## src/rtl/tdm_demux_4.sv

```systemverilog
// Receive-side TDM demultiplexer: collects four slots per frame (slot 0 marked by
// frame_sync) into a parallel word, with HUNT/LOCKED alignment tracking.
module tdm_demux_4 #(
  parameter int WIDTH = 1
) (
  input  logic               clk,
  input  logic               rst,
  input  logic [WIDTH-1:0]   din,
  input  logic               din_valid,
  input  logic               frame_sync,
  output logic [4*WIDTH-1:0] dout,
  output logic               frame_valid,
  output logic [1:0]         slot,
  output logic               locked,
  output logic               sync_err
);

  // Handshake: din/frame_sync are consumed on any rising edge where din_valid=1;
  // there is no backpressure. frame_valid and sync_err are single-cycle pulses.

  typedef enum logic {
    HUNT   = 1'b0,
    LOCKED = 1'b1
  } state_t;

  state_t             state_q, state_d;
  logic [1:0]         slot_q, slot_d;
  logic [WIDTH-1:0]   sbuf_q [3];
  logic [WIDTH-1:0]   sbuf_d [3];
  logic [4*WIDTH-1:0] dout_q, dout_d;
  logic               frame_valid_q, frame_valid_d;
  logic               sync_err_q, sync_err_d;

  always_comb begin
    state_d       = state_q;
    slot_d        = slot_q;
    sbuf_d        = sbuf_q;
    dout_d        = dout_q;
    frame_valid_d = 1'b0;
    sync_err_d    = 1'b0;
    if (din_valid) begin
      case (state_q)
        HUNT: begin
          if (frame_sync) begin
            sbuf_d[0] = din;
            slot_d    = 2'd1;
            state_d   = LOCKED;
          end
        end
        LOCKED: begin
          if (frame_sync) begin
            // A sync at a nonzero slot restarts the frame from this sample.
            sbuf_d[0]  = din;
            slot_d     = 2'd1;
            sync_err_d = (slot_q != 2'd0);
          end else begin
            case (slot_q)
              2'd0: begin
                sync_err_d = 1'b1;
                state_d    = HUNT;
                slot_d     = 2'd0;
              end
              2'd1: begin
                sbuf_d[1] = din;
                slot_d    = 2'd2;
              end
              2'd2: begin
                sbuf_d[2] = din;
                slot_d    = 2'd3;
              end
              default: begin
                dout_d        = {din, sbuf_q[2], sbuf_q[1], sbuf_q[0]};
                frame_valid_d = 1'b1;
                slot_d        = 2'd0;
              end
            endcase
          end
        end
        default: state_d = HUNT;
      endcase
    end
  end

  always_ff @(posedge clk or posedge rst) begin
    if (rst) begin
      state_q       <= HUNT;
      slot_q        <= 2'd0;
      sbuf_q[0]     <= '0;
      sbuf_q[1]     <= '0;
      sbuf_q[2]     <= '0;
      dout_q        <= '0;
      frame_valid_q <= 1'b0;
      sync_err_q    <= 1'b0;
    end else begin
      state_q       <= state_d;
      slot_q        <= slot_d;
      sbuf_q        <= sbuf_d;
      dout_q        <= dout_d;
      frame_valid_q <= frame_valid_d;
      sync_err_q    <= sync_err_d;
    end
  end

  assign dout        = dout_q;
  assign frame_valid = frame_valid_q;
  assign slot        = slot_q;
  assign locked      = (state_q == LOCKED);
  assign sync_err    = sync_err_q;

endmodule
```

## config.mk

```make
export PLATFORM = sky130hd
export DESIGN_NAME = tdm_demux_4
export DESIGN_NICKNAME = d
export VERILOG_FILES = /design/src/rtl/tdm_demux_4.sv
export SDC_FILE = /design/constraint.sdc
export NUM_CORES = 1
export LEC_CHECK = 0
export BUFFER_PORTS_ARGS = -buffer_cell sky130_fd_sc_hd__buf_4
export CELL_PAD_IN_SITES_DETAIL_PLACEMENT = 1
export CELL_PAD_IN_SITES_GLOBAL_PLACEMENT = 1
export CORE_MARGIN = 2
export CORE_UTILIZATION = 42
export CTS_BUF_LIST = sky130_fd_sc_hd__clkbuf_8
export DETAILED_ROUTE_END_ITERATION = 10
export GPL_ROUTABILITY_DRIVEN = 1
export PLACE_DENSITY_LB_ADDON = 0.1
export SYNTH_ARGS = -nofsm -noshare
export SYNTH_HDL_FRONTEND = slang
export SYNTH_SLANG_ARGS = --single-unit
```

## constraint.sdc

```tcl
create_clock -name clk -period 1.36 [get_ports clk]
set_input_delay 0.272 -clock clk [delete_from_list [all_inputs] [get_ports clk]]
set_output_delay 0.272 -clock clk [all_outputs]
set_load 0.005 [all_outputs]
```

== Yosys cells after proc, flatten, opt, wreduce, memory -nomap -nowiden ==
Index checks and enable logic that the tools add are counted.
Word-level totals
  register bits after elaboration: 12
  bits of input ports: 5
  output and inout bits: 9
Operators by class
  equal/unequal tests: 3
  mux-type cells: 17
  bitwise gates (word level): 3
  reduce and logical (&&, ||, !) cells: 8
Operators by type and width (number)
  $mux W1: 12
  $reduce_and A4 Y1: 3
  $pmux W2 S2: 2
  $mux W2: 2
  $reduce_and A2 Y1: 2
  $not A1 Y1: 3
  $reduce_or A3 Y1: 1
  $eq A2 B1 Y1 const B: 1
  $eq A2 B2 Y1 const B: 1
  $logic_not A2 Y1: 1
  $ne A2 B2 Y1 const B: 1
  $pmux W1 S2: 1
  $reduce_bool A2 Y1: 1

== Longest topological paths before layout ==
Gate-level depths: netlist of run 1.
  depth in word-level cells: 6
  mapped depth: 4
  depth with buffers taken out: 4

== Worst setup path before layout of run 1 ==
Ideal clock, no wire load.
  path kind: flip-flop to flip-flop
  start point: register slot_q[0] (netlist: slot[0])
  end point: register dout_q[0] (netlist: dout[0])
  data arrival time: 1080 ps
  data required time: 1235 ps
  path slack: 155 ps
  stages on the path, launching flop included: 4
  path buffers: 0
  period minus slack after synthesis: 1205 ps
  cell sequence: dfrtp_1 ha_1 nand4b_4 mux2_2
On the way
  longest elaborated chain between the ends: 4
  elaborated cells on any way between the ends: 6
  classes of those cells: 2 x eq/ne; 1 x bitwise; 3 x reduce/logical
Ends and longest elaborated chain
  from (decl): line 27  | logic [1:0] slot_q, slot_d;
  from (signal assigned): line 96  | slot_q <= slot_d;
  $eq A2 B2 Y1, or another cell as far along: line 57  | case (slot_q)
  $reduce_or A3 Y1 (no line) (*)
  $not A1 Y1 (no line) (*)
  $reduce_and A4 Y1 (no line) (*)
  to (signal assigned): line 98  | dout_q <= dout_d;
  to (decl): line 30  | logic [4*WIDTH-1:0] dout_q, dout_d;
Every way passes the cells marked *; elsewhere a longest branch is shown, timed or not.
A chain may end at the register's enable or synchronous reset.

== Worst setup path after layout of run 1 ==
  start point: register slot_q[1] (netlist: slot[1])
  end point: register sbuf_q[1] in the netlist's numbering
On the way
  longest elaborated chain between the ends: 2
Ends and longest elaborated chain
  $eq A2 B1 Y1: line 57
  $reduce_and A4 Y1 (no line)
  to (signal assigned): line 97  | sbuf_q <= sbuf_d;
  to (decl): line 28  | logic [WIDTH-1:0] sbuf_q [3];
No other way between the ends.

==> impl_metrics.py, run 1 <==
metrics = {
    "outcome": {
        "status": "completed",
    },
    "sta": {
        "setup_slack_ns": 0.0792,
        "rsz0062_at_grt": "no",
        "report.final.hold_viol_count": 0,
        "fin_crit_ns": 1.28,
        "max_freq_ghz": 0.781,
        "fin_tns_setup_ns": 0,
        "clock_skew_ns": 0.00164,
        "setup_viol": 0,
        "finalCritPeriodShare": 0.942,
        "fin_hold_ws_ns": 0.0435,
        "tightest_slew_ns": 0.452,
        "max-slew-margin-rel": 0.698,
        "drv_slew": 0,
    },
    "power": {
        "power_frac_seq": 0.442,
        "pwr_density_cell_nw_per_um2": 1840,
        "p_leak_uw": 0.000377,
        "p_int_uw": 937,
        "swShare": 0.297,
        "ir_worst_vdd_mv": 1.17,
        "p_sw_uw": 397,
        "pwr-share-comb": 0.325,
        "pwr-share-clk": 0.233,
    },
    "cells_and_area": {
        "nets": 71,
        "drive_gt1_frac": 0.431,
        "multi_input_comb_area_um2": 244,
        "instances_no_fill": 73,
        "n_antenna_cell": 0,
        "seq_area_um2": 302,
        "synthToLayoutAreaGrowth_pct": 25.8,
        "mostFrequentLayoutCells": "13 x buf_4, 11 x dfrtp_1, 7 x mux2_2",
        "mostFrequentLayoutCell": "buf_4",
        "n_fill_cell": 148,
    },
    "logic_synthesis": {
        "synth_area_leaders": "dfrtp_1 52%, mux2_2 14%, ha_1 13%, nand4b_4 4.1%, inv_1 3.9%",
        "synthDistinctLibCells": 15,
        "netlist_area_um2": 577,
        "synth_xor_area_frac": 0,
        "syn_avg_cell_area_um2": 13.1,
        "netlist.area_leader.share": 0.521,
        "syn-num-nets": 55,
        "yosysSeqAreaShare": 0.521,
        "synthSimpleGateAreaFrac": 0.0911,
        "synth_cells": 44,
        "synth_top_family_by_area": "multiplexers",
        "yosysWarnings": 0,
        "yosysTopAreaCell": "dfrtp_1",
        "synth_mux_area_frac": 0.137,
        "ys_ff_latch": 12,
        "synth-compound-area-share": 0.0651,
        "synth_fa_ha_area_frac": 0.130,
    },
    "setup_path": {
        "slowest_stage": "dfrtp_1",
        "cp-start-kind": "flip-flop",
        "cp_cell_sequence": "inv_1, ha_1, nand4b_1, mux2_2",
        "path_delay_family": "flip-flops",
        "cp.buffers_inverters": 1,
        "crit_type": "flip-flop to flip-flop",
        "r2r_slack_ns": 0.08,
        "r2r_end": "sbuf_q[1]$_DFFE_PP0P_",
        "cp.arrival_ns": 1.40,
        "cp_slowest_stage_delay_ns": 0.42,
        "crit_fanout": 5,
        "endpoint_kind": "flip-flop",
        "worstPathRequired_ns": 1.48,
        "r2r_start": "slot[1]$_DFFE_PP0P_",
        "r2r_cells": 4,
    },
    "grt": {
        "grt_pass1_vias": 407,
        "antenna_found_initial": 0,
        "grt_util_all_layers": 0.189,
        "grt_pass1_wl_um": 1880,
        "grt_overflow": 0,
        "grt_max_degree": 13,
    },
    "route": {
        "vias": 380,
        "routed_via_density": 5.21,
        "drtIter0Drc": 2,
        "antenna_left": 0,
        "drc": 0,
        "finalWirelength_um": 1210,
        "post_drt_wl_per_cell_um": 16.6,
        "first_pass_iters": 4,
    },
    "clock_network": {
        "cts-root-buf": "clkbuf_8",
        "h-tree-depth": 1,
        "cts_sinks": 12,
        "cts_setup_buffers": 0,
        "numCtsBuffers": 3,
        "cts_tree": "yes",
        "cts_max_path_buffers": 2,
        "clock_latency_ns": 0.24,
        "path_clk_slew_ns": 0.05,
    },
    "placement": {
        "dp_slack_ns": 0.0749,
        "dp_hpwl_um": 924,
        "place_congestion": 0.685,
        "port_buffers": 13,
        "placed_cells": 70,
    },
    "min_path": {
        "hold_class": "primary input to async pin",
    },
    "floorplan": {
        "coreArea_um2": 1280,
        "start_util": 0.449,
        "fp.dieH_um": 41.1,
        "dieArea_um2": 1690,
        "pin_count": 14,
        "rows": 13,
        "die_w_um": 41.1,
    },
    "run": {
        "cap_violations": 0,
    },
}
## metal layers
layer | routed length [µm] | track usage
met1 | 481 | 0.216
met4 | 34 | 0.125
met2 | 624 | 0.285
met5 | 0 | 0
met3 | 70 | 0.0815
## cells by family after synthesis
logic type | count (synthesis)
AND/OR/NAND/NOR | 6
multiplexers | 7
adder cells (fa/ha/maj) | 6
flip-flops | 12
buffers and inverters | 8
AO/OA/AOI/OAI | 5
## cells in the mapped netlist
library cell,number
ha_1,6
nor2_1,1
nand4b_4,1
a31oi_1,1
buf_2,1
dfrtp_1,12
o21a_1,1
clkbuf_2,1
nand4b_1,2
a21oi_1,1
o32a_1,1
nand2_1,2
mux2_2,7
o32ai_1,1
inv_1,6
## power by group through the flow
stage	Clock (µW)	Combinational, µW	Sequential (µW)
after global routing	341	484	612
after floorplan	0	214	581
after global placement	0	407	579
after CTS	320	444	591
final	311	434	590
after detailed placement	0	441	597
## worst max path at each step
stage / endpoint / cells past startpoint / slack (ns) / start
6_report: sbuf_q[1]$_DFFE_PP0P_ / 4 / 0.08 / slot[1]$_DFFE_PP0P_
5_1_grt: sbuf_q[1]$_DFFE_PP0P_ / 4 / 0.02 / slot[1]$_DFFE_PP0P_
2_1_floorplan: dout[0]$_DFFE_PP0P_ / 3 / 0.15 / slot[0]$_DFFE_PP0P_
4_1_cts: sbuf_q[0]$_DFFE_PP0P_ / 4 / 0.06 / slot[0]$_DFFE_PP0P_
3_3_place_gp: dout[0]$_DFFE_PP0P_ / 3 / 0.13 / slot[0]$_DFFE_PP0P_
3_5_place_dp: sbuf_q[0]$_DFFE_PP0P_ / 4 / 0.07 / slot[0]$_DFFE_PP0P_
## timing repair
| item | 4_1_cts | 5_1_grt |
|---|---|---|
| endpoints found under the setup margin | 0 | 1 |
| resized for setup | 0 | 1 |
| hold buffers | 0 | 0 |
## state kept, by name (all words and copies together), names as in the netlist
name / flops
dout: 4
frame_valid: 1
locked: 1
sbuf_q: 3
slot: 2
sync_err: 1
## cell type report
cell class,instances,area share
Sequential cell,12,0.416
Multi-Input combinational cell,24,0.336
Tap cell,15,0.0259
Inverter,6,0.0310
Timing Repair Buffer,13,0.134
Clock buffer,3,0.0569
## metrics by stage
stage / area [µm²] / util / total power (µW)
floorplan: 577 / - / 795
global placement: 683 / 0.532 / 987
detailed placement: 683 / 0.532 / 1040
CTS: 724 / 0.564 / 1360
global route: 726 / 0.565 / 1440
finish: 726 / 0.565 / 1330
No activity file was read; power rests on OpenSTA's default activity.
==> run 2: changes to the inputs <==
--- a/config.mk
+++ b/config.mk
@@ -14,6 +14,7 @@
 export DETAILED_ROUTE_END_ITERATION = 10
 export GPL_ROUTABILITY_DRIVEN = 1
 export PLACE_DENSITY_LB_ADDON = 0.1
+export RECOVER_POWER = 25
 export SYNTH_ARGS = -nofsm -noshare
 export SYNTH_HDL_FRONTEND = slang
 export SYNTH_SLANG_ARGS = --single-unit
==> run 2 against run 1 <==
Compared with the run above:
- clock skew barely moved
- clock power about the same
- final cell count unchanged
- fmax about the same
- largest power group unchanged
==> impl_metrics.py, run 2 (synthesis results as in run 1) <==
metrics = {
    "floorplan": {
        "fp.dieH_um": 41.1,
        "dieArea_um2": 1690,
        "coreArea_um2": 1280,
        "pin_count": 14,
        "rows": 13,
        "start_util": 0.449,
        "die_w_um": 41.1,
    },
    "setup_path": {
        "cp-start-kind": "flip-flop",
        "crit_type": "flip-flop to flip-flop",
        "path_delay_family": "flip-flops",
        "r2r_slack_ns": 0.08,
        "worstPathRequired_ns": 1.48,
        "r2r_start": "slot[1]$_DFFE_PP0P_",
        "r2r_end": "sbuf_q[1]$_DFFE_PP0P_",
        "crit_path_start": "slot[1]$_DFFE_PP0P_",
        "cp-endpoint": "sbuf_q[1]$_DFFE_PP0P_",
        "endpoint_kind": "flip-flop",
        "slowest_stage": "dfrtp_1",
        "r2r_cells": 4,
        "cp.arrival_ns": 1.40,
        "cp.buffers_inverters": 1,
        "worst-path-stages": 4,
        "crit_fanout": 5,
        "cp_cell_sequence": "inv_1, ha_1, nand4b_1, mux2_2",
        "cp_slowest_stage_delay_ns": 0.42,
    },
    "clock_network": {
        "h-tree-depth": 1,
        "path_clk_slew_ns": 0.05,
        "cts_setup_buffers": 0,
        "cts_sinks": 12,
        "cts-root-buf": "clkbuf_8",
        "ctsHoldBuffers": 0,
        "cts_max_path_buffers": 2,
        "clock_latency_ns": 0.24,
        "cts_tree": "yes",
        "numCtsBuffers": 3,
        "cts_resized": 0,
    },
    "cells_and_area": {
        "drive_gt1_frac": 0.431,
        "nets": 71,
        "largest_reg_flops": 4,
        "postLayoutCellArea_um2": 726,
        "n_antenna_cell": 0,
        "mostFrequentLayoutCells": "12 x buf_4, 11 x dfrtp_1, 7 x mux2_2",
        "synthToLayoutAreaGrowth_pct": 25.8,
        "mostFrequentLayoutCell": "buf_4",
    },
    "route": {
        "antenna_left": 0,
        "drc": 0,
        "vias": 380,
        "drtIter0Drc": 2,
        "post_drt_wl_per_cell_um": 16.6,
        "routed_via_density": 5.21,
        "finalWirelength_um": 1210,
        "first_pass_iters": 4,
    },
    "grt": {
        "grt_overflow": 0,
        "antenna_found_initial": 0,
        "grt_max_degree": 13,
        "grt_pass1_vias": 407,
        "grt_pass1_wl_um": 1880,
        "grt_util_all_layers": 0.189,
    },
    "sta": {
        "finalCritPeriodShare": 0.942,
        "tightest_slew_ns": 0.452,
        "max-slew-margin-rel": 0.698,
        "setup_viol": 0,
        "report.final.hold_viol_count": 0,
        "max_freq_ghz": 0.781,
        "rsz0062_at_grt": "no",
        "clock_skew_ns": 0.00170,
        "drv_slew": 0,
        "fin_tns_setup_ns": 0,
        "fin_crit_ns": 1.28,
    },
    "placement": {
        "place_area_um2": 683,
        "place_congestion": 0.685,
        "port_buffers": 13,
        "dp_hpwl_um": 924,
    },
    "outcome": {
        "status": "completed",
    },
    "min_path": {
        "hold_class": "primary input to async pin",
    },
    "run": {
        "cap_violations": 0,
    },
    "power": {
        "ir_worst_vdd_mv": 1.17,
        "pwr_density_cell_nw_per_um2": 1840,
        "p_leak_uw": 0.000377,
    },
}
==> run 2: cell types whose count changed in the layout (fill, tap and decap cells not counted), sizes merged <==
| cell | before | now |
|---|---|---|
| buf | 13 | 12 |
| clkbuf | 3 | 4 |
==> run 2: worst reg2reg max path: stages (launching register included) <==
cell	delay, ns
dfrtp_1	0.42
inv_1	0.11
ha_1	0.19
nand4b_1	0.10
mux2_2	0.34
==> run 2: layout make-up <==
type | count | area [µm²]
Timing Repair Buffer | 13 | 97.6
Fill cell | 148 | 559
Inverter | 6 | 22.5
Clock buffer | 3 | 41.3
Multi-Input combinational cell | 24 | 244
Tap cell | 15 | 18.8
Sequential cell | 12 | 302
==> run 2: per-stage QoR <==
step	power, µW	utilization	instances	hold WS (ns)	worst slack, ns
final	1330	0.565	73	0.0440	0.0792
after global routing	1440	0.565	73	0.0785	0.0190
after CTS	1360	0.564	73	0.0519	0.0610
after detailed placement	1040	0.532	70	0.308	0.0749
after global placement	987	0.532	70	0.296	0.132
after floorplan	795	-	44	0.137	0.155
==> run 2: worst min-delay path by stage <==
stage / start / endpoint / cells past startpoint
final: rst / sync_err$_DFF_PP0_ / 2
after detailed placement: rst / dout[1]$_DFFE_PP0P_ / 2
after global routing: rst / sync_err$_DFF_PP0_ / 2
after floorplan: rst / dout[0]$_DFFE_PP0P_ / 1
after CTS: rst / dout[1]$_DFFE_PP0P_ / 2
after global placement: rst / sbuf_q[2]$_DFFE_PP0P_ / 2
==> run 2: routing by layer <==
layer  up-vias  wire length [µm]  global-route usage  part of all wire
li1        180                 -                   -                 -
met4         0                34               0.125             0.028
met1       185               483               0.216              0.40
met2        11               624               0.285              0.52
met3         4                68              0.0815             0.056
met5         -                 0                   0                 0
==> run 2: where the power goes <==
part | switching (µW) | internal, µW | leakage [µW]
Sequential | 102 | 487 | 0.000147
Clock | 117 | 194 | 0.0000216
Combinational | 177 | 256 | 0.000209
Total | 397 | 937 | 0.000377
==> run 3: changes to the inputs <==
--- a/config.mk
+++ b/config.mk
@@ -13,6 +13,7 @@
 export CTS_BUF_LIST = sky130_fd_sc_hd__clkbuf_8
 export DETAILED_ROUTE_END_ITERATION = 10
 export GPL_ROUTABILITY_DRIVEN = 1
+export GPL_TIMING_DRIVEN = 0
 export PLACE_DENSITY_LB_ADDON = 0.1
 export RECOVER_POWER = 25
 export SYNTH_ARGS = -nofsm -noshare
==> run 3 against run 2 <==
Compared with the run above:
- die area is the same
- register-to-register slack lost 0.02 ns
- clock skew grew 0.0011 ns
- non-clock buffer count is the same
- power grew 6.7%
- global-route usage grew 0.66 points
- first-iteration DRC count shrank 100%
- critical endpoint is now dout[2]$_DFFE_PP0P_
- hold slack lost 0.0055 ns
- final cell count grew 1.4%
==> impl_metrics.py, run 3 (synthesis results as in run 1) <==
metrics = {
    "outcome": {
        "status": "completed",
    },
    "grt": {
        "antenna_found_initial": 0,
        "grt_pass1_vias": 427,
        "grt_util_all_layers": 0.196,
        "grt_overflow": 0,
        "grt_max_degree": 13,
        "grt_pass1_wl_um": 1940,
    },
    "placement": {
        "place_congestion": 0.695,
        "dp_hpwl_um": 962,
        "port_buffers": 11,
        "place_area_um2": 678,
        "placed_cells": 70,
    },
    "setup_path": {
        "cp-start-kind": "flip-flop",
        "r2r_slack_ns": 0.06,
        "cp_slowest_stage_delay_ns": 0.43,
        "crit_type": "flip-flop to flip-flop",
        "endpoint_kind": "flip-flop",
        "slowest_stage": "dfrtp_1",
        "worstPathRequired_ns": 1.48,
        "cp_cell_sequence": "ha_1, nand4b_4, mux2_2",
        "crit_fanout": 5,
        "cp.arrival_ns": 1.42,
    },
    "cells_and_area": {
        "synthToLayoutAreaGrowth_pct": 27.1,
        "postLayoutCellArea_um2": 733,
        "finish.utilization": 0.571,
        "instances_no_fill": 74,
        "largest_reg_flops": 4,
        "mostFrequentLayoutCell": "dfrtp_1",
        "drive_gt1_frac": 0.441,
        "mostFrequentLayoutCells": "12 x dfrtp_1, 10 x buf_4, 7 x mux2_2",
        "nets": 71,
        "n_antenna_cell": 0,
        "n_fill_cell": 139,
    },
    "power": {
        "p_leak_uw": 0.000382,
        "swShare": 0.301,
        "ir_worst_vdd_mv": 1.13,
        "power_frac_seq": 0.416,
        "p_int_uw": 995,
        "pwr-share-clk": 0.274,
        "pwr-share-comb": 0.310,
        "p_sw_uw": 429,
        "pwr_density_cell_nw_per_um2": 1940,
    },
    "sta": {
        "tightest_slew_ns": 0.456,
        "fin_tns_setup_ns": 0,
        "rsz0062_at_grt": "no",
        "report.final.hold_viol_count": 0,
        "max_freq_ghz": 0.769,
        "drv_slew": 0,
        "max-slew-margin-rel": 0.696,
        "fin_crit_ns": 1.30,
        "clock_skew_ns": 0.00282,
        "setup_viol": 0,
        "finalCritPeriodShare": 0.956,
    },
    "clock_network": {
        "cts_tree": "yes",
        "cts_setup_buffers": 0,
        "h-tree-depth": 1,
        "cts_max_path_buffers": 2,
        "path_clk_slew_ns": 0.05,
        "numCtsBuffers": 3,
        "cts-root-buf": "clkbuf_8",
        "cts_sinks": 12,
        "clock_latency_ns": 0.24,
    },
    "min_path": {
        "hold_class": "primary input to async pin",
    },
    "floorplan": {
        "dieArea_um2": 1690,
        "coreArea_um2": 1280,
        "die_w_um": 41.1,
        "pin_count": 14,
        "rows": 13,
        "fp.dieH_um": 41.1,
        "start_util": 0.449,
    },
    "route": {
        "post_drt_wl_per_cell_um": 17.1,
        "drc": 0,
        "antenna_left": 0,
        "first_pass_iters": 1,
        "finalWirelength_um": 1270,
        "vias": 392,
        "routed_via_density": 5.30,
        "drtIter0Drc": 0,
    },
    "run": {
        "cap_violations": 0,
    },
}
[run 3: layout make-up]
class	count	area (µm²)	share of cell area
multi-input combinational	24	244	0.333
tap	15	18.8	0.0256
sequential	12	300	0.410
clock buffer	4	55.1	0.0751
timing repair buffer	11	82.6	0.113
inverter	6	22.5	0.0307
buffer	2	10.0	0.0137
[run 3: power by group through the flow]
stage | logic, µW | clock network, µW | registers (µW)
finish | 441 | 390 | 593
global route | 482 | 417 | 611
CTS | 454 | 402 | 596
detailed placement | 436 | 0 | 599
global placement | 398 | 0 | 577
floorplan | 214 | 0 | 581
[run 3: path summary, 6_finish.rpt]
check,cells past startpoint,start,endpoint
max,3,slot[0]$_DFFE_PP0P_,dout[2]$_DFFE_PP0P_
min,2,rst,slot[0]$_DFFE_PP0P_
max in group asynchronous,2,rst,frame_valid$_DFF_PP0_
min reg2reg,1,sbuf_q[1]$_DFFE_PP0P_,dout[1]$_DFFE_PP0P_
min in group clk,2,din,sbuf_q[0]$_DFFE_PP0P_
max reg2reg,3,slot[0]$_DFFE_PP0P_,dout[2]$_DFFE_PP0P_
[run 3: metrics by stage]
| step | hold WS [ns] | setup WS, ns | power, µW |
|---|---|---|---|
| finish | 0.0385 | 0.0599 | 1420 |
| detailed placement | 0.312 | 0.0533 | 1030 |
| global placement | 0.291 | 0.113 | 975 |
| global route | 0.0800 | 0.0236 | 1510 |
| CTS | 0.0431 | 0.0512 | 1450 |
| floorplan | 0.137 | 0.155 | 795 |
[run 3: what timing repair did]
action,4_1_cts,5_1_grt
resized for setup,0,1
endpoints found under the setup margin,0,1
hold buffers,0,0
[run 3: worst max-delay path, delay by kind of cell, from the launching register on]
kind | cells | cell delay [ns]
DFF | 1 | 0.43
muxes | 1 | 0.36
adders and majority gates | 1 | 0.25
and+or+nand+nor | 1 | 0.13
[run 3: routing by layer]
| metal | up-vias | GRT usage | part of all wire |
|---|---|---|---|
| met3 | 9 | 0.0543 | 0.054 |
| met5 | - | 0 | 0 |
| met1 | 185 | 0.201 | 0.37 |
| li1 | 183 | - | - |
| met2 | 15 | 0.332 | 0.52 |
| met4 | 0 | 0.150 | 0.051 |
